===== config.mk =====
export PLATFORM = sky130hd
export DESIGN_NAME = seg14_scan_ctrl_flat
export DESIGN_NICKNAME = d
export VERILOG_FILES = /design/src/rtl/seg14_pkg.sv /design/src/rtl/seg14_scan_ctrl_if.sv /design/src/rtl/seg14_char_buf.sv /design/src/rtl/seg14_scan_ctrl.sv /design/src/flat_wrapper.sv
export SDC_FILE = /design/constraint.sdc
export NUM_CORES = 1
export LEC_CHECK = 0
export CAP_MARGIN = 25
export CORE_UTILIZATION = 64
export DETAILED_ROUTE_END_ITERATION = 12
export PLACE_DENSITY = 0.86
export SYNTH_ARGS = -nofsm -noshare
export SYNTH_HDL_FRONTEND = slang
export SYNTH_HIERARCHICAL = 1
export SYNTH_SLANG_ARGS = --single-unit

===== constraint.sdc =====
create_clock -name clk -period 10.1 [get_ports clk]
set_input_delay 2.02 -clock clk [delete_from_list [all_inputs] [get_ports clk]]
set_output_delay 2.02 -clock clk [all_outputs]
set_load 0.1 [all_outputs]

===== src/rtl/seg14_pkg.sv =====
// Shared types, constants and the character-to-segment table for the
// 12-digit, 14-segment banner display scan controller.
package seg14_pkg;

   localparam int CHAR_W = 6;
   localparam int SEG_W  = 14;
   localparam int ADDR_W = 4;

   // Character codes: 0 is space, 1..26 are letters, 27..36 are digits.
   localparam logic [CHAR_W-1:0] CH_SPACE = 6'd0;
   localparam logic [CHAR_W-1:0] CH_A = 6'd1;
   localparam logic [CHAR_W-1:0] CH_B = 6'd2;
   localparam logic [CHAR_W-1:0] CH_C = 6'd3;
   localparam logic [CHAR_W-1:0] CH_D = 6'd4;
   localparam logic [CHAR_W-1:0] CH_E = 6'd5;
   localparam logic [CHAR_W-1:0] CH_F = 6'd6;
   localparam logic [CHAR_W-1:0] CH_G = 6'd7;
   localparam logic [CHAR_W-1:0] CH_H = 6'd8;
   localparam logic [CHAR_W-1:0] CH_I = 6'd9;
   localparam logic [CHAR_W-1:0] CH_J = 6'd10;
   localparam logic [CHAR_W-1:0] CH_K = 6'd11;
   localparam logic [CHAR_W-1:0] CH_L = 6'd12;
   localparam logic [CHAR_W-1:0] CH_M = 6'd13;
   localparam logic [CHAR_W-1:0] CH_N = 6'd14;
   localparam logic [CHAR_W-1:0] CH_O = 6'd15;
   localparam logic [CHAR_W-1:0] CH_P = 6'd16;
   localparam logic [CHAR_W-1:0] CH_Q = 6'd17;
   localparam logic [CHAR_W-1:0] CH_R = 6'd18;
   localparam logic [CHAR_W-1:0] CH_S = 6'd19;
   localparam logic [CHAR_W-1:0] CH_T = 6'd20;
   localparam logic [CHAR_W-1:0] CH_U = 6'd21;
   localparam logic [CHAR_W-1:0] CH_V = 6'd22;
   localparam logic [CHAR_W-1:0] CH_W = 6'd23;
   localparam logic [CHAR_W-1:0] CH_X = 6'd24;
   localparam logic [CHAR_W-1:0] CH_Y = 6'd25;
   localparam logic [CHAR_W-1:0] CH_Z = 6'd26;
   localparam logic [CHAR_W-1:0] CH_0 = 6'd27;
   localparam logic [CHAR_W-1:0] CH_1 = 6'd28;
   localparam logic [CHAR_W-1:0] CH_2 = 6'd29;
   localparam logic [CHAR_W-1:0] CH_3 = 6'd30;
   localparam logic [CHAR_W-1:0] CH_4 = 6'd31;
   localparam logic [CHAR_W-1:0] CH_5 = 6'd32;
   localparam logic [CHAR_W-1:0] CH_6 = 6'd33;
   localparam logic [CHAR_W-1:0] CH_7 = 6'd34;
   localparam logic [CHAR_W-1:0] CH_8 = 6'd35;
   localparam logic [CHAR_W-1:0] CH_9 = 6'd36;

   typedef enum logic [0:0] {
      BLANK = 1'b0,
      SHOW  = 1'b1
   } scan_state_t;

   // Segment order, MSB first: a b c d e f g1 g2 h i j k l m.
   // Codes without an entry (space and 37..63) render blank.
   function automatic logic [SEG_W-1:0] glyph14(input logic [CHAR_W-1:0] code);
      logic [SEG_W-1:0] g;
      g = '0;
      case (code)
         CH_A: g = 14'b11101111000000;
         CH_B: g = 14'b11110001010010;
         CH_C: g = 14'b10011100000000;
         CH_D: g = 14'b11110000010010;
         CH_E: g = 14'b10011110000000;
         CH_F: g = 14'b10001110000000;
         CH_G: g = 14'b10111101000000;
         CH_H: g = 14'b01101111000000;
         CH_I: g = 14'b10010000010010;
         CH_J: g = 14'b01111000000000;
         CH_K: g = 14'b00001110001100;
         CH_L: g = 14'b00011100000000;
         CH_M: g = 14'b01101100101000;
         CH_N: g = 14'b01101100100100;
         CH_O: g = 14'b11111100000000;
         CH_P: g = 14'b11001111000000;
         CH_Q: g = 14'b11111100000100;
         CH_R: g = 14'b11001111000100;
         CH_S: g = 14'b10110111000000;
         CH_T: g = 14'b10000000010010;
         CH_U: g = 14'b01111100000000;
         CH_V: g = 14'b00001100001001;
         CH_W: g = 14'b01101100000101;
         CH_X: g = 14'b00000000101101;
         CH_Y: g = 14'b00000000101010;
         CH_Z: g = 14'b10010000001001;
         CH_0: g = 14'b11111100001001;
         CH_1: g = 14'b01100000001000;
         CH_2: g = 14'b11011011000000;
         CH_3: g = 14'b11110001000000;
         CH_4: g = 14'b01100111000000;
         CH_5: g = 14'b10010110000100;
         CH_6: g = 14'b10111111000000;
         CH_7: g = 14'b11100000000000;
         CH_8: g = 14'b11111111000000;
         CH_9: g = 14'b11110111000000;
         default: g = '0;
      endcase
      return g;
   endfunction

endpackage


===== src/rtl/seg14_scan_ctrl_if.sv =====
// Host write port of the scan controller: valid/ready handshake carrying a
// buffer slot address and a character code, plus a bad-address error pulse.
interface seg14_scan_ctrl_if;
   import seg14_pkg::*;

   logic              wr_valid;
   logic              wr_ready;
   logic [ADDR_W-1:0] wr_addr;
   logic [CHAR_W-1:0] wr_char;
   logic              wr_err;

   modport master (
      output wr_valid,
      output wr_addr,
      output wr_char,
      input  wr_ready,
      input  wr_err
   );

   modport slave (
      input  wr_valid,
      input  wr_addr,
      input  wr_char,
      output wr_ready,
      output wr_err
   );

endinterface


===== src/rtl/seg14_char_buf.sv =====
// Character buffer: one register per display slot, one write port and one
// combinational read port. Every slot returns to space on reset.
module seg14_char_buf
   import seg14_pkg::*;
#(
   parameter int DEPTH = 12
) (
   input  logic              clk,
   input  logic              rst_n,
   input  logic              we,
   input  logic [ADDR_W-1:0] waddr,
   input  logic [CHAR_W-1:0] wdata,
   input  logic [ADDR_W-1:0] raddr,
   output logic [CHAR_W-1:0] rdata
);

   logic [CHAR_W-1:0] mem [DEPTH];

   // Store a character; addresses beyond the last slot leave the buffer untouched.
   always_ff @(posedge clk or negedge rst_n) begin
      if (!rst_n) begin
         for (int i = 0; i < DEPTH; i++) begin
            mem[i] <= CH_SPACE;
         end
      end else if (we && (int'(waddr) < DEPTH)) begin
         mem[waddr] <= wdata;
      end
   end

   // Read the addressed slot; out-of-range reads return space.
   always_comb begin
      rdata = CH_SPACE;
      if (int'(raddr) < DEPTH) begin
         rdata = mem[raddr];
      end
   end

endmodule


===== src/rtl/seg14_scan_ctrl.sv =====
// Multiplexed refresh controller for a 12-digit 14-segment display.
// Each digit gets a one-cycle blanking gap followed by a programmable dwell;
// the character is fetched during the gap so a digit never changes mid-dwell.
// Optional scrolling rotates the buffer by one slot every SCROLL_FRAMES frames.
module seg14_scan_ctrl
   import seg14_pkg::*;
#(
   parameter int NUM_DIGITS    = 12,
   parameter int DWELL_W       = 16,
   parameter int SCROLL_FRAMES = 16
) (
   input  logic                  clk,
   input  logic                  rst_n,
   input  logic [DWELL_W-1:0]    dwell_cfg,
   seg14_scan_ctrl_if.slave      wr,
   input  logic                  scroll_en,
   output logic [NUM_DIGITS-1:0] sel,
   output logic [SEG_W-1:0]      segm,
   output logic                  frame_tick
);

   localparam logic [ADDR_W-1:0] LAST_IDX   = ADDR_W'(NUM_DIGITS - 1);
   localparam logic [ADDR_W:0]   DIGITS_EXT = (ADDR_W+1)'(NUM_DIGITS);
   localparam logic [7:0]        FRAME_LAST = 8'(SCROLL_FRAMES - 1);

   scan_state_t        state;
   scan_state_t        next_state;
   logic [ADDR_W-1:0]  idx;
   logic [ADDR_W-1:0]  offset;
   logic [7:0]         frame_cnt;
   logic [DWELL_W-1:0] dwell_cnt;
   logic [DWELL_W-1:0] dwell_load;
   logic               show_last;
   logic               ready;
   logic               tick;
   logic               accept;
   logic               addr_bad;
   logic               err;
   logic [ADDR_W:0]    addr_sum;
   logic [ADDR_W-1:0]  rd_addr;
   logic [CHAR_W-1:0]  rd_char;

   // A zero dwell is stretched to one cycle so every digit is lit at least once.
   assign dwell_load = (dwell_cfg == '0) ? '0 : dwell_cfg - DWELL_W'(1);

   assign accept   = wr.wr_valid && ready;
   assign addr_bad = (wr.wr_addr > LAST_IDX);

   assign wr.wr_ready = ready;
   assign wr.wr_err   = err;
   assign frame_tick  = tick;

   // Buffer slot for the digit about to be shown: (idx + offset) mod NUM_DIGITS.
   always_comb begin
      addr_sum = {1'b0, idx} + {1'b0, offset};
      if (addr_sum >= DIGITS_EXT) begin
         addr_sum = addr_sum - DIGITS_EXT;
      end
      rd_addr = addr_sum[ADDR_W-1:0];
   end

   seg14_char_buf #(
      .DEPTH (NUM_DIGITS)
   ) u_buf (
      .clk   (clk),
      .rst_n (rst_n),
      .we    (accept && !addr_bad),
      .waddr (wr.wr_addr),
      .wdata (wr.wr_char),
      .raddr (rd_addr),
      .rdata (rd_char)
   );

   // Scan state register.
   always_ff @(posedge clk or negedge rst_n) begin
      if (!rst_n) begin
         state <= BLANK;
      end else begin
         state <= next_state;
      end
   end

   // Next-state and handshake/tick decode; writes are only taken while a digit is lit.
   always_comb begin
      next_state = state;
      ready      = 1'b0;
      show_last  = 1'b0;
      tick       = 1'b0;
      case (state)
         BLANK: begin
            next_state = SHOW;
         end
         SHOW: begin
            ready = 1'b1;
            if (dwell_cnt == '0) begin
               show_last  = 1'b1;
               next_state = BLANK;
               tick       = (idx == LAST_IDX);
            end
         end
         default: begin
            next_state = BLANK;
         end
      endcase
   end

   // Digit datapath: latch glyph and select leaving BLANK, clear them leaving SHOW.
   always_ff @(posedge clk or negedge rst_n) begin
      if (!rst_n) begin
         idx       <= '0;
         dwell_cnt <= '0;
         sel       <= '0;
         segm      <= '0;
      end else if (state == BLANK) begin
         segm      <= glyph14(rd_char);
         sel       <= NUM_DIGITS'(1) << idx;
         dwell_cnt <= dwell_load;
      end else if (show_last) begin
         segm <= '0;
         sel  <= '0;
         idx  <= (idx == LAST_IDX) ? '0 : idx + ADDR_W'(1);
      end else begin
         dwell_cnt <= dwell_cnt - DWELL_W'(1);
      end
   end

   // Scroll position: disabling scroll wins over a coincident frame end.
   always_ff @(posedge clk or negedge rst_n) begin
      if (!rst_n) begin
         offset    <= '0;
         frame_cnt <= '0;
      end else if (!scroll_en) begin
         offset    <= '0;
         frame_cnt <= '0;
      end else if (tick) begin
         if (frame_cnt == FRAME_LAST) begin
            frame_cnt <= '0;
            offset    <= (offset == LAST_IDX) ? '0 : offset + ADDR_W'(1);
         end else begin
            frame_cnt <= frame_cnt + 8'd1;
         end
      end
   end

   // Flag a consumed write whose slot address does not exist, one cycle later.
   always_ff @(posedge clk or negedge rst_n) begin
      if (!rst_n) begin
         err <= 1'b0;
      end else begin
         err <= accept && addr_bad;
      end
   end

endmodule


===== src/flat_wrapper.sv =====
// flat-port wrapper written by rule: the top's interface ports become plain ports
module seg14_scan_ctrl_flat import seg14_pkg::*;
#(
   parameter int NUM_DIGITS    = 12,
   parameter int DWELL_W       = 16,
   parameter int SCROLL_FRAMES = 16
)
  (clk, rst_n, dwell_cfg, scroll_en, sel, segm, frame_tick, wr_wr_valid, wr_wr_addr, wr_wr_char, wr_wr_ready, wr_wr_err);
  seg14_scan_ctrl_if wr_i ();
  input  logic clk;
  input  logic rst_n;
  input  logic [DWELL_W-1:0] dwell_cfg;
  input  logic scroll_en;
  output logic [NUM_DIGITS-1:0] sel;
  output logic [SEG_W-1:0] segm;
  output logic frame_tick;
  input wire logic [$bits(wr_i.wr_valid)-1:0] wr_wr_valid;
  input wire logic [$bits(wr_i.wr_addr)-1:0] wr_wr_addr;
  input wire logic [$bits(wr_i.wr_char)-1:0] wr_wr_char;
  output wire logic [$bits(wr_i.wr_ready)-1:0] wr_wr_ready;
  output wire logic [$bits(wr_i.wr_err)-1:0] wr_wr_err;
  assign wr_i.wr_valid = wr_wr_valid;
  assign wr_i.wr_addr = wr_wr_addr;
  assign wr_i.wr_char = wr_wr_char;
  assign wr_wr_ready = wr_i.wr_ready;
  assign wr_wr_err = wr_i.wr_err;
  seg14_scan_ctrl #(.NUM_DIGITS(NUM_DIGITS), .DWELL_W(DWELL_W), .SCROLL_FRAMES(SCROLL_FRAMES)) u_core (.clk(clk), .rst_n(rst_n), .dwell_cfg(dwell_cfg), .wr(wr_i), .scroll_en(scroll_en), .sel(sel), .segm(segm), .frame_tick(frame_tick));
endmodule

; ---- Yosys cells after proc, flatten, opt, wreduce, memory -nomap -nowiden
; Memory sizes are Yosys's and may differ from the RTL's.
; Cells that the tools add are included.
[classes]
add_sub_neg = 7
eq_ne = 7
n_mux = 30
n_shift = 1
n_reduce_logical = 10
magnitude_cmp = 7
bitwise_logic = 3
[ops]
columns = cell, n
row1 = bitwise mux 72 bit, 1
row2 = 2-to-1 mux 16 bit, 3
row3 = logical NOT 16 bit, 2
row4 = subtractor 16 x 1 -> 16 bit (second input constant), 2
row5 = 2-to-1 mux 14 bit, 2
row6 = binary-select mux 6 bit (select 4 bit), 1
row7 = demux 6 bit (select 4 bit), 1
row8 = 2-to-1 mux 12 bit, 2
row9 = 2-to-1 mux 4 bit, 6
row10 = 2-to-1 mux 6 bit, 4
row11 = 2-to-1 mux 8 bit, 3
row12 = << shifter 1 x 4 -> 12 bit (first input constant), 1
row13 = >= comparator 5 bit (second input constant), 2
row14 = inverter 4 -> 5 bit, 2
row15 = adder 4 x 1 -> 4 bit (second input constant), 2
row16 = adder 8 x 1 -> 8 bit (second input constant), 1
row17 = equality test 4 bit (second input constant), 2
row18 = equality test 8 x 4 -> 1 bit (second input constant), 1
row19 = less-than comparator 4 bit (second input constant), 2
row20 = 2-to-1 mux 1 bit, 6
row21 = adder 4 x 4 -> 5 bit, 1
row22 = >= comparator 5 x 4 -> 1 bit (second input constant), 1
row23 = logical AND 1 bit, 5
row24 = less-than comparator 5 x 1 -> 1 bit (second input constant), 1
row25 = 8 further kinds, 11
[totals]
mem_bits_ro = 896
ff_bits = 132
memories = 1
elab_cells = 86
input_bits = 30
[memory_table]
columns = name, words, word_bits, rd, rd_clocked_by_memory_dff, wr, line
row1 = (no name shown), 64, 14, 1, 0, 0, seg14_pkg.sv:58  ; case (code)

; ---- Longest topological paths before layout
; Gate-level depths: netlist of the first run.
; An unclocked memory read counts as a cell.
[depth]
ltp_word = 10
depth_mapped = 22
depth_no_buf = 21

; ---- By module
; The synthesis of the first run kept the hierarchy.
[modules_own_cells]
columns = mod, area_per_inst_um2, n_inst, seq_area_each_um2, cells_each
row1 = seg14_scan_ctrl, 4142.7, 1, 1501.4, 465
row2 = seg14_char_buf, 3354.5, 1, 1801.7, 217

; ---- Worst setup path after synthesis of the first run
; No wires, ideal clock.
[synth_timing]
path_kind = reg-to-reg
from = reg u_core.idx[0]
to = reg u_core.segm[10]
stages_incl_launch_ff = 22
required_ps = 9978
t_arrival_ps = 5039
setup_time_ps = 122
slack_ps = 4939
cell_sequence = dfrtp_1 -> ha_1 -> inv_1 -> fa_1 -> clkbuf_1 -> xnor2_1 -> ha_1 -> and3b_1 -> a2111oi_1 -> a21oi_1 -> a21oi_1 -> buf_2 -> mux4_2 -> a22oi_1 -> o21ai_0 -> clkbuf_1 -> inv_1 -> ha_1 -> xor2_1 -> mux4_2 -> o21ai_0 -> nand2_1
[synth_between]
elab_chain_cells = 10
elab_cells_between_ends = 12
[synth_rtl]
columns = element, line
row1 = from (decl), seg14_scan_ctrl.sv:28  ; logic [ADDR_W-1:0] idx;
row2 = from (signal assigned), seg14_scan_ctrl.sv:121  ; idx <= (idx == LAST_IDX) ? '0 : idx + ADDR_W'(1);
row3 = adder 4 x 4 -> 5 bit *, seg14_scan_ctrl.sv:55  ; addr_sum = {1'b0, idx} + {1'b0, offset};
row4 = subtractor 4 bit or >= comparator 5 x 4 -> 1 bit (tied branches), "seg14_scan_ctrl.sv:57, seg14_scan_ctrl.sv:56"
row5 = 2-to-1 mux 4 bit *, seg14_scan_ctrl.sv:56  ; if (addr_sum >= DIGITS_EXT) begin
row6 = named net u_core.addr_sum[3], seg14_scan_ctrl.sv:39  ; logic [ADDR_W:0] addr_sum;
row7 = inverter 4 -> 5 bit (implied by the code), seg14_char_buf.sv:34  ; rdata = mem[raddr];
row8 = binary-select mux 6 bit (select 4 bit), seg14_char_buf.sv:34
row9 = 2-to-1 mux 6 bit (implied by the code) (2 in a row), seg14_char_buf.sv:34
row10 = 2-to-1 mux 6 bit *, seg14_char_buf.sv:33  ; if (int'(raddr) < DEPTH) begin
row11 = named net u_core.rd_char[0], seg14_scan_ctrl.sv:41  ; logic [CHAR_W-1:0] rd_char;
row12 = memory (64 x 14 bit) *, n/a
row13 = 2-to-1 mux 14 bit *, seg14_scan_ctrl.sv:114  ; end else if (state == BLANK) begin
row14 = to (signal assigned), seg14_scan_ctrl.sv:115  ; segm <= glyph14(rd_char);
row15 = to (decl), seg14_scan_ctrl.sv:18  ; output logic [SEG_W-1:0] segm,
; Mark *: on every way through the listed nets, which the timed path passes. The rest lies on a longest branch. The select of a mux whose other input is x is not followed.
; A chain may end at the register's enable or synchronous reset.

; ---- Worst setup path after layout of the first run
[layout_timing]
from = reg u_core.offset[1]
to = reg u_core.segm[6]
[layout_between]
elab_chain_cells = 10
elab_cells_between_ends = 12
[layout_rtl]
columns = element, line
row1 = from (decl), seg14_scan_ctrl.sv:29  ; logic [ADDR_W-1:0] offset;
row2 = from (signal assigned), seg14_scan_ctrl.sv:138  ; offset <= (offset == LAST_IDX) ? '0 : offset + ADDR_W'(1);
row3 = adder 4 x 4 -> 5 bit *, seg14_scan_ctrl.sv:55
row4 = subtractor 4 bit or >= comparator 5 x 4 -> 1 bit (tied branches), "seg14_scan_ctrl.sv:57, seg14_scan_ctrl.sv:56"
row5 = 2-to-1 mux 4 bit *, seg14_scan_ctrl.sv:56
row6 = named net u_core.addr_sum[2], seg14_scan_ctrl.sv:39
row7 = inverter 4 -> 5 bit (implied by the code), seg14_char_buf.sv:34
row8 = binary-select mux 6 bit (select 4 bit), seg14_char_buf.sv:34
row9 = 2-to-1 mux 6 bit (implied by the code) (2 in a row), seg14_char_buf.sv:34
row10 = 2-to-1 mux 6 bit *, seg14_char_buf.sv:33
row11 = named net u_core.rd_char[1], seg14_scan_ctrl.sv:41
row12 = memory (64 x 14 bit) *, n/a
row13 = 2-to-1 mux 14 bit *, seg14_scan_ctrl.sv:114
; Marks and branches as above.

==> results of run 1 <==
==> metrics by stage <==
step | power [mW] | hold WS (ps) | worst slack [ps]
floorplan | 0.959 | 455 | 4940
global placement | 1.05 | 467 | 4690
detailed placement | 1.07 | 477 | 4370
CTS | 1.70 | 489 | 4350
global route | 1.77 | 509 | 3730
finish | 1.69 | 486 | 4270
==> cell usage after synthesis, types with 5 or more instances <==
master / n / area (um2)
buf_2: 6 / 30.0
nor2b_1: 16 / 100
mux4_1: 5 / 131
xnor2_1: 16 / 140
mux4_2: 14 / 315
dfrtp_1: 132 / 3300
inv_1: 25 / 93.8
xor2_1: 16 / 140
nand4_1: 5 / 31.3
o21ai_0: 38 / 190
ha_1: 23 / 288
a22oi_1: 12 / 90.1
clkbuf_1: 29 / 109
a21boi_0: 7 / 52.6
a21oi_1: 16 / 80.1
nand3_1: 20 / 100
a32o_1: 13 / 130
nor3_1: 12 / 60.1
nand2b_1: 12 / 75.1
mux2i_1: 5 / 50.1
mux2_2: 53 / 597
nor4_1: 7 / 43.8
o21a_1: 5 / 37.5
nand2_1: 41 / 154
nor2_1: 49 / 184
a22o_1: 8 / 70.1
mux2_1: 20 / 225
==> flip-flops by register name, summed over array words and instances, names as in the netlist <==
signal,cells
u_core/state,1
u_core/offset,4
u_core/frame_cnt,8
u_core/idx,4
u_core/dwell_cnt,16
u_core/segm,14
u_core/wr.wr_err,1
u_core/sel,12
u_core/u_buf/mem,72
==> final cells by class <==
class                           instances  area share (%)
Clock buffer                           22            5.31
Sequential cell                       132            37.8
Inverter                               26            1.12
Multi-Input combinational cell        485            44.8
Tap cell                              143            2.05
Clock inverter                          9            1.47
Timing Repair Buffer                   67            7.51
==> path summary, 6_finish.rpt <==
check	slack, ps	cells after the start	to
hold / removal	490	1	u_core/u_buf/mem[50]$_DFFE_PN0P_
setup reg to reg	4270	19	u_core/segm[6]$_DFFE_PN0P_
min in group asynchronous	1660	1	u_core/frame_cnt[4]$_DFFE_PN0P_
hold reg to reg	490	1	u_core/u_buf/mem[50]$_DFFE_PN0P_
setup / recovery	4270	19	u_core/segm[6]$_DFFE_PN0P_
max in group asynchronous	7040	2	u_core/u_buf/mem[28]$_DFFE_PN0P_
==> logic make-up after synthesis <==
| family | Yosys count |
|---|---|
| compound gates | 135 |
| xor+xnor | 32 |
| fa+ha+maj | 24 |
| buf+inv | 65 |
| flops | 132 |
| mux | 97 |
| simple gates | 197 |
==> critical path: stages, from the launching register on <==
cell       delay [ps]
dfrtp_1           420
ha_1              300
a21o_1            180
a21oi_1           170
xor2_1            270
inv_1              80
ha_1              190
and3b_1           170
a2111oi_1         780
a31oi_1           220
nor2_1            230
nand2b_1          200
o21ai_0           830
inv_1             250
ha_1              310
nor2b_1           270
nor3_1             70
o21ai_0           470
a211oi_1          110
a22o_1            200
==> metal layers <==
metal  GRT usage [%]  vias to the layer above  share of wire [%]
li1                -                     2590                  -
met1            41.0                     2896                 40
met2            54.6                      240                 51
met3            6.41                       50                5.6
met4            15.2                        0                3.1
met5               0                        -                  0
==> power by group <==
| group | internal, mW | switching, mW | leakage, nW |
|---|---|---|---|
| registers | 0.619 | 0.0770 | 1.69 |
| logic | 0.180 | 0.198 | 1.75 |
| clock network | 0.398 | 0.221 | 0.286 |
==> flow_summary.yaml, run 1 <==
outcome:
  status: "finished clean"
logic_synthesis:
  syn-num-nets: 736
  synthAdderAreaFrac_pct: 4.11
  ys_seq_area_share_pct: 44.1
  ys_ff_latch: 132
  netlist_area_mm2: 0.00750
  ys.flop_type: "dfrtp_1"
  yosysUniqueCellTypes: 71
  synth-simple-area-share_pct: 13.9
  synth_top_family_by_area: "multiplexers"
  avgSynthCellArea_um2: 11.0
  synth_compound_area_share_pct: 12.8
  postSynthCellCount: 682
  synth_xor_area_share_pct: 3.74
  yosys_warnings: 6
  synth_enable_flop_cells: 0
  muxShareOfSynthArea_pct: 17.6
  async_flop_share_pct: 100
cts:
  cts_resized: 0
  cts_made_buffers: 17
  cts_tree: "built"
  cts_buffer_depth: 2
  clk_latency_ps: 420
  ctsHoldBuffers: 0
  post_cts_buffers: 0
  root_buffer: "clkbuf_16"
  path_clk_slew_ps: 60
  htree_levels: 4
  clock_sinks: 132
critical_path:
  regToRegStartpoint: "u_core/offset[1]$_DFFE_PN0P_"
  crit_type: "reg2reg"
  start_kind: "register"
  worstPathMaxFanout: 9
  worst_setup_path_end_kind: "register"
  startpoint: "u_core/offset[1]$_DFFE_PN0P_"
  arrival_ps: 6140
  required_ps: 10410
floorplan:
  core_area_mm2: 0.0114
  die_w_um: 110
  die_y_um: 110
  die_area_mm2: 0.0122
  core.rowCount: 39
  initial_utilization_pct: 65.7
  boundaryPins: 59
detailed_routing:
  num_vias: 5776
  vias_per_cell: 6.53
  ant_nets: 0
  drt_iter0_drc: 573
  routedWlPerCell_um: 20.4
  drc: 0
  drt_first_pass_iters: 5
  wirelength_um: 18100
finish:
  drive_gt1_share_pct: 16.6
  area_delta_synth_final_pct: 16.7
  diodes: 0
  utilization_pct: 76.6
  nets: 783
  layout_common_cells: "132 x dfrtp_1, 57 x clkdlybuf4s50_1, 53 x mux2_2, 49 x nor2_1, 41 x nand2_1"
  design_area_mm2: 0.00875
  final_common_cell: "dfrtp_1"
  final_cell_count_no_fill: 884
  fillCellCount: 754
  seq_area_mm2: 0.00330
  multi_input_area_mm2: 0.00392
pwr:
  leakage_nw: 3.73
  powerDensity_mw_per_mm2: 194
  ir_drop_mv: 0.144
place:
  hpwlAfterDp_um: 12300
  io_buffers: 58
  place_area_mm2: 0.00814
  dp.cells: 852
  place_congestion: 0.926
min_path:
  min_from: "u_core/u_buf/mem[50]$_DFFE_PN0P_"
  hold_class: "reg2reg"
global_routing:
  grt_max_degree: 74
  grt_pass1_wl_um: 29200
  grt_pass1_vias: 5759
  grt_use_total_pct: 32.6
  antenna_found_initial: 0
  grt.overflow.total: 0
sta:
  finalCritPeriodShare_pct: 57.7
  slew_violations: 0
  period_minus_slack_ps: 5830
  clock.fmax_ghz: 0.171
  fin_setup_tns_ps: 0
  setup_viol: 0
  slew_headroom_pct: 29.9
  fin_skew_ps: 7.09
  rsz0062_at_grt: "false"
  tightest_slew_ps: 1050
  final_hold_viol_count: 0
run:
  maxCapViolCount: 0
Power figures use the tool's default switching activity.
==> run 2: changes to the inputs <==
--- a/config.mk
+++ b/config.mk
@@ -6,9 +6,9 @@
 export NUM_CORES = 1
 export LEC_CHECK = 0
 export CAP_MARGIN = 25
-export CORE_UTILIZATION = 64
+export CORE_UTILIZATION = 59
 export DETAILED_ROUTE_END_ITERATION = 12
-export PLACE_DENSITY = 0.86
+export PLACE_DENSITY = 0.81
 export SYNTH_ARGS = -nofsm -noshare
 export SYNTH_HDL_FRONTEND = slang
 export SYNTH_HIERARCHICAL = 1
==> constraint.sdc (replaced) <==
create_clock -name clk -period 5.4 [get_ports clk]
set_input_delay 1.08 -clock clk [delete_from_list [all_inputs] [get_ports clk]]
set_output_delay 1.08 -clock clk [all_outputs]
set_load 0.1 [all_outputs]
==> flow_summary.yaml, run 2 (synthesized netlist as in run 1, its figures left out) <==
min_path:
  hold_class: "reg2reg"
global_routing:
  antenna_found_initial: 0
  grt_pass1_wl_um: 29300
  grt_pass1_vias: 5818
  grt.overflow.total: 0
  grt_use_total_pct: 29.4
  grt_max_degree: 55
finish:
  design_area_mm2: 0.00885
  top_register: "u_core/u_buf/mem"
  nets: 790
  top_regs: "u_core/u_buf/mem: 72 flops, u_core/dwell_cnt: 16 flops, u_core/segm: 14 flops"
  diodes: 0
  area_delta_synth_final_pct: 18.1
  largest_reg_flops: 72
  final_common_cell: "dfrtp_1"
  fillCellCount: 870
  layout_common_cells: "132 x dfrtp_1, 57 x clkdlybuf4s50_1, 53 x mux2_2, 49 x nor2_1, 41 x nand2_1"
  drive_gt1_share_pct: 17.6
critical_path:
  arrival_ps: 5310
  crit_path_end: "u_core/segm[7]$_DFFE_PN0P_"
  crit_type: "reg2reg"
  regToRegStartpoint: "u_core/offset[1]$_DFFE_PN0P_"
  crit_chain: "ha_1 -> a21o_1 -> a21oi_1 -> xor2_1 -> inv_1 -> ha_1 -> and3b_1 -> a2111oi_1 -> buf_4 -> o21ai_0 -> a31oi_1 -> nor2_1 -> nor2b_1 -> a22oi_1 -> o21ai_0 -> inv_1 -> ha_1 -> nor2_1 -> o21a_1 -> a2111oi_0 -> nor2_1 -> a22o_1"
  required_ps: 5700
  cp_top_family: "compound AO/OA/AOI/OAI gates"
  start_kind: "register"
  startpoint: "u_core/offset[1]$_DFFE_PN0P_"
  worst_setup_path_end_kind: "register"
  cpPeakStageDelay_ps: 480
  cp_slowest_cell: "ha_1"
  r2r-end: "u_core/segm[7]$_DFFE_PN0P_"
  crit_cells: 22
  worstPathMaxFanout: 7
  ff2ff_path_depth: 22
  r2r_setup_slack_ps: 390
  path_buf_inv: 3
pwr:
  leakage_nw: 3.76
  powerDensity_mw_per_mm2: 361
  ir_drop_mv: 0.320
detailed_routing:
  num_vias: 5725
  wirelength_um: 17800
  ant_nets: 0
  drc: 0
  drt_first_pass_iters: 5
  routedWlPerCell_um: 19.4
  drt_iter0_drc: 557
  vias_per_cell: 6.24
sta:
  period_minus_slack_ps: 5010
  finalCritPeriodShare_pct: 92.8
  clock.fmax_ghz: 0.200
  fin_skew_ps: 8.67
  rsz0062_at_grt: "false"
  setup_viol: 0
  tightest_slew_ps: 1030
  final_hold_viol_count: 0
  fin_setup_tns_ps: 0
  slew_headroom_pct: 31.3
  slew_violations: 0
outcome:
  status: "finished clean"
floorplan:
  die_w_um: 115
  core_area_mm2: 0.0122
  core.rowCount: 40
  die_area_mm2: 0.0132
  initial_utilization_pct: 61.4
  die_y_um: 115
  boundaryPins: 59
cts:
  htree_levels: 4
  ctsHoldBuffers: 0
  cts_resized: 0
  clock_sinks: 132
  cts_made_buffers: 17
  root_buffer: "clkbuf_16"
  cts_tree: "built"
  cts_buffer_depth: 2
  post_cts_buffers: 0
  clk_latency_ps: 420
  path_clk_slew_ps: 60
place:
  hpwlAfterDp_um: 12600
  io_buffers: 58
  place_congestion: 0.937
  place_area_mm2: 0.00822
run:
  maxCapViolCount: 0
==> run 2: changes by cell type in the layout (fill, tap and decap cells not counted), moves of 2 or more <==
cell / before / now
clkinv_2: 3 / 1
inv_6: 0 / 4
clkbuf_8: 2 / 0
buf_4: 8 / 15
==> run 2: worst min-delay path by stage <==
stage                                          start                               end  slack [ps]  cells past startpoint
floorplan           u_core/u_buf/mem[50]$_DFFE_PN0P_  u_core/u_buf/mem[50]$_DFFE_PN0P_         460                      1
global placement    u_core/u_buf/mem[53]$_DFFE_PN0P_  u_core/u_buf/mem[53]$_DFFE_PN0P_         470                      1
detailed placement  u_core/u_buf/mem[51]$_DFFE_PN0P_  u_core/u_buf/mem[51]$_DFFE_PN0P_         480                      1
CTS                 u_core/u_buf/mem[51]$_DFFE_PN0P_  u_core/u_buf/mem[51]$_DFFE_PN0P_         490                      1
global route        u_core/u_buf/mem[43]$_DFFE_PN0P_  u_core/u_buf/mem[43]$_DFFE_PN0P_         510                      1
finish              u_core/u_buf/mem[58]$_DFFE_PN0P_  u_core/u_buf/mem[58]$_DFFE_PN0P_         490                      1
==> run 2: layout make-up <==
cell class	count	area, um2	share of cell area (%)
Inverter	26	97.6	1.10
Clock buffer	19	433	4.89
Tap cell	168	210	2.37
Sequential cell	132	3300	37.3
Timing Repair Buffer	74	709	8.02
Multi-Input combinational cell	485	3930	44.3
Clock inverter	13	173	1.95
==> run 2: report_power, final <==
group          switching [mW]  total [mW]  internal [mW]
clock network           0.452        1.19          0.734
logic                   0.368       0.710          0.342
registers               0.144        1.30           1.16
==> run 2: per-stage QoR <==
stage / utilization, % / total power, mW / setup WS, ps / cells / hold WS, ps
floorplan: - / 1.79 / 239 / 682 / 455
global placement: 67.2 / 1.97 / 565 / 883 / 467
detailed placement: 67.3 / 2.00 / 407 / 884 / 476
CTS: 72.3 / 3.20 / 383 / 916 / 490
global route: 72.5 / 3.34 / 4.08 / 917 / 508
finish: 72.5 / 3.20 / 391 / 917 / 486
==> run 2: layer usage <==
| metal | global-route usage (%) | vias to the layer above | share of wire [%] | wire (um) |
|---|---|---|---|---|
| met4 | 12.3 | 0 | 2.4 | 436 |
| met2 | 50.0 | 198 | 51 | 9040 |
| li1 | - | 2607 | - | - |
| met3 | 6.35 | 42 | 4.8 | 850 |
| met1 | 36.5 | 2878 | 42 | 7500 |
| met5 | 0 | - | 0 | 0 |
==> run 3: changes to the inputs <==
--- a/config.mk
+++ b/config.mk
@@ -5,10 +5,11 @@
 export SDC_FILE = /design/constraint.sdc
 export NUM_CORES = 1
 export LEC_CHECK = 0
-export CAP_MARGIN = 25
+export CAP_MARGIN = 5
 export CORE_UTILIZATION = 59
 export DETAILED_ROUTE_END_ITERATION = 12
 export PLACE_DENSITY = 0.81
+export RECOVER_POWER = 100
 export SYNTH_ARGS = -nofsm -noshare
 export SYNTH_HDL_FRONTEND = slang
 export SYNTH_HIERARCHICAL = 1
==> flow_summary.yaml, run 3 (synthesized netlist as in run 1, its figures left out) <==
place:
  io_buffers: 58
  place_congestion: 0.937
  place_area_mm2: 0.00821
  dp_slack_ps: 458
  hpwlAfterDp_um: 12400
global_routing:
  grt_use_total_pct: 29.2
  grt_pass1_wl_um: 29200
  grt_max_degree: 55
  grt_pass1_vias: 5771
  grt.overflow.total: 0
  antenna_found_initial: 0
cts:
  clock_sinks: 132
  clk_latency_ps: 420
  htree_levels: 4
  cts_buffer_depth: 2
  cts_tree: "built"
  ctsHoldBuffers: 0
  path_clk_slew_ps: 60
  cts_made_buffers: 17
  root_buffer: "clkbuf_16"
floorplan:
  die_y_um: 115
  boundaryPins: 59
  die_area_mm2: 0.0132
  core.rowCount: 40
  initial_utilization_pct: 61.4
  die_w_um: 115
  core_area_mm2: 0.0122
critical_path:
  cpPeakStageDelay_ps: 1220
  regToRegStartpoint: "u_core/offset[1]$_DFFE_PN0P_"
  required_ps: 4320
  start_kind: "register"
  cp_slowest_cell: "dlygate4sd3_1"
  r2r_setup_slack_ps: 390
  worst_setup_path_end_kind: "primary output"
  startpoint: "u_core/dwell_cnt[8]$_DFFE_PN0N_"
  path_buf_inv: 2
  crit_type: "reg2out"
  arrival_ps: 4040
  worstPathMaxFanout: 8
  crit_chain: "nor4_1 -> nand4_2 -> or2_0 -> inv_1 -> dlygate4sd3_1"
  cp_top_family: "simple AND/OR/NAND/NOR gates"
detailed_routing:
  drt_iter0_drc: 512
  routedWlPerCell_um: 19.4
  wl_met1_um: 7630
  drc: 0
  routed-wl-met2_um: 9050
  top_layer: "met4"
  num_vias: 5738
  wirelength_um: 17800
  drt_first_pass_iters: 5
  vias_per_cell: 6.27
  ant_nets: 0
  wl_met3_um: 788
pwr:
  ir_drop_mv: 0.434
  leakage_nw: 3.82
  powerDensity_mw_per_mm2: 359
outcome:
  violations: "capacitance limit, slew limit"
  status: "finished with violations"
finish:
  design_area_mm2: 0.00875
  layout_common_cells: "132 x dfrtp_1, 53 x mux2_2, 52 x nor2_1, 41 x nand2_1, 33 x o21ai_0"
  final_common_cell: "dfrtp_1"
  top_regs: "u_core/u_buf/mem: 72 flops, u_core/dwell_cnt: 16 flops, u_core/segm: 14 flops"
  utilization_pct: 71.7
  diodes: 0
  drive_gt1_share_pct: 16.5
  nets: 788
  area_delta_synth_final_pct: 16.8
  largest_reg_flops: 72
  top_register: "u_core/u_buf/mem"
sta:
  clock.fmax_ghz: 0.195
  setup_viol: 0
  slew_violations: 82
  period_minus_slack_ps: 5120
  slew_headroom_pct: -47.0
  setup_slack_ps: 281
  final_hold_viol_count: 0
  finalCritPeriodShare_pct: 94.8
  fin_setup_tns_ps: 0
  fin_skew_ps: 6.31
  rsz0062_at_grt: "false"
  tightest_slew_ps: 2210
run:
  maxCapViolCount: 2
min_path:
  min_from: "u_core/u_buf/mem[51]$_DFFE_PN0P_"
  hold_class: "reg2reg"
[run 3: cell types whose count changed in the layout (fill, tap and decap cells not counted), sizes merged]
| cell | change |
|---|---|
| clkdlybuf4s50 | -31 |
| dlygate4sd3 | +31 |
| buf | -6 |
| clkbuf | +4 |
| clkinv | +2 |
| bufinv | -1 |
| clkinvlp | -1 |
[run 3: path summary, 6_finish.rpt]
check / endpoint / cells after the start
max in group asynchronous: u_core/segm[3]$_DFFE_PN0P_ / 2
worst max-delay path: frame_tick / 5
worst min-delay path: u_core/u_buf/mem[51]$_DFFE_PN0P_ / 1
worst min register to register: u_core/u_buf/mem[51]$_DFFE_PN0P_ / 1
worst max register to register: u_core/segm[11]$_DFFE_PN0P_ / 22
min in group asynchronous: u_core/frame_cnt[5]$_DFFE_PN0P_ / 1
[run 3: per-layer routing]
metal | vias to the layer above | track usage, %
met5 | - | 0
met4 | 0 | 10.2
met3 | 36 | 5.51
met2 | 195 | 50.1
met1 | 2913 | 37.3
li1 | 2594 | -
[run 3: where the power goes]
part           total (mW)  switching, mW  internal, mW
clock network        1.15          0.448         0.698
registers            1.29          0.137          1.16
logic               0.703          0.365         0.338
[run 3: area by class of cell]
type	instances	area (um2)
Sequential cell	132	3300
Clock buffer	19	443
Clock inverter	13	146
Multi-Input combinational cell	485	3880
Tap cell	168	210
Inverter	26	97.6
Timing Repair Buffer	72	677
Fill cell	886	3460
[run 3: timing repair]
item / CTS / global route
endpoints found under the setup margin: 0 / 5
buffers inserted: 0 / 0
resized for setup: 0 / 7
[run 3: metrics by stage]
step / power (mW) / hold WS, ps / std cells
final: 3.14 / 488 / 915
after global routing: 3.29 / 508 / 915
after CTS: 3.16 / 490 / 915
after detailed placement: 2.00 / 477 / 883
after global placement: 1.97 / 467 / 883
after floorplan: 1.79 / 455 / 682
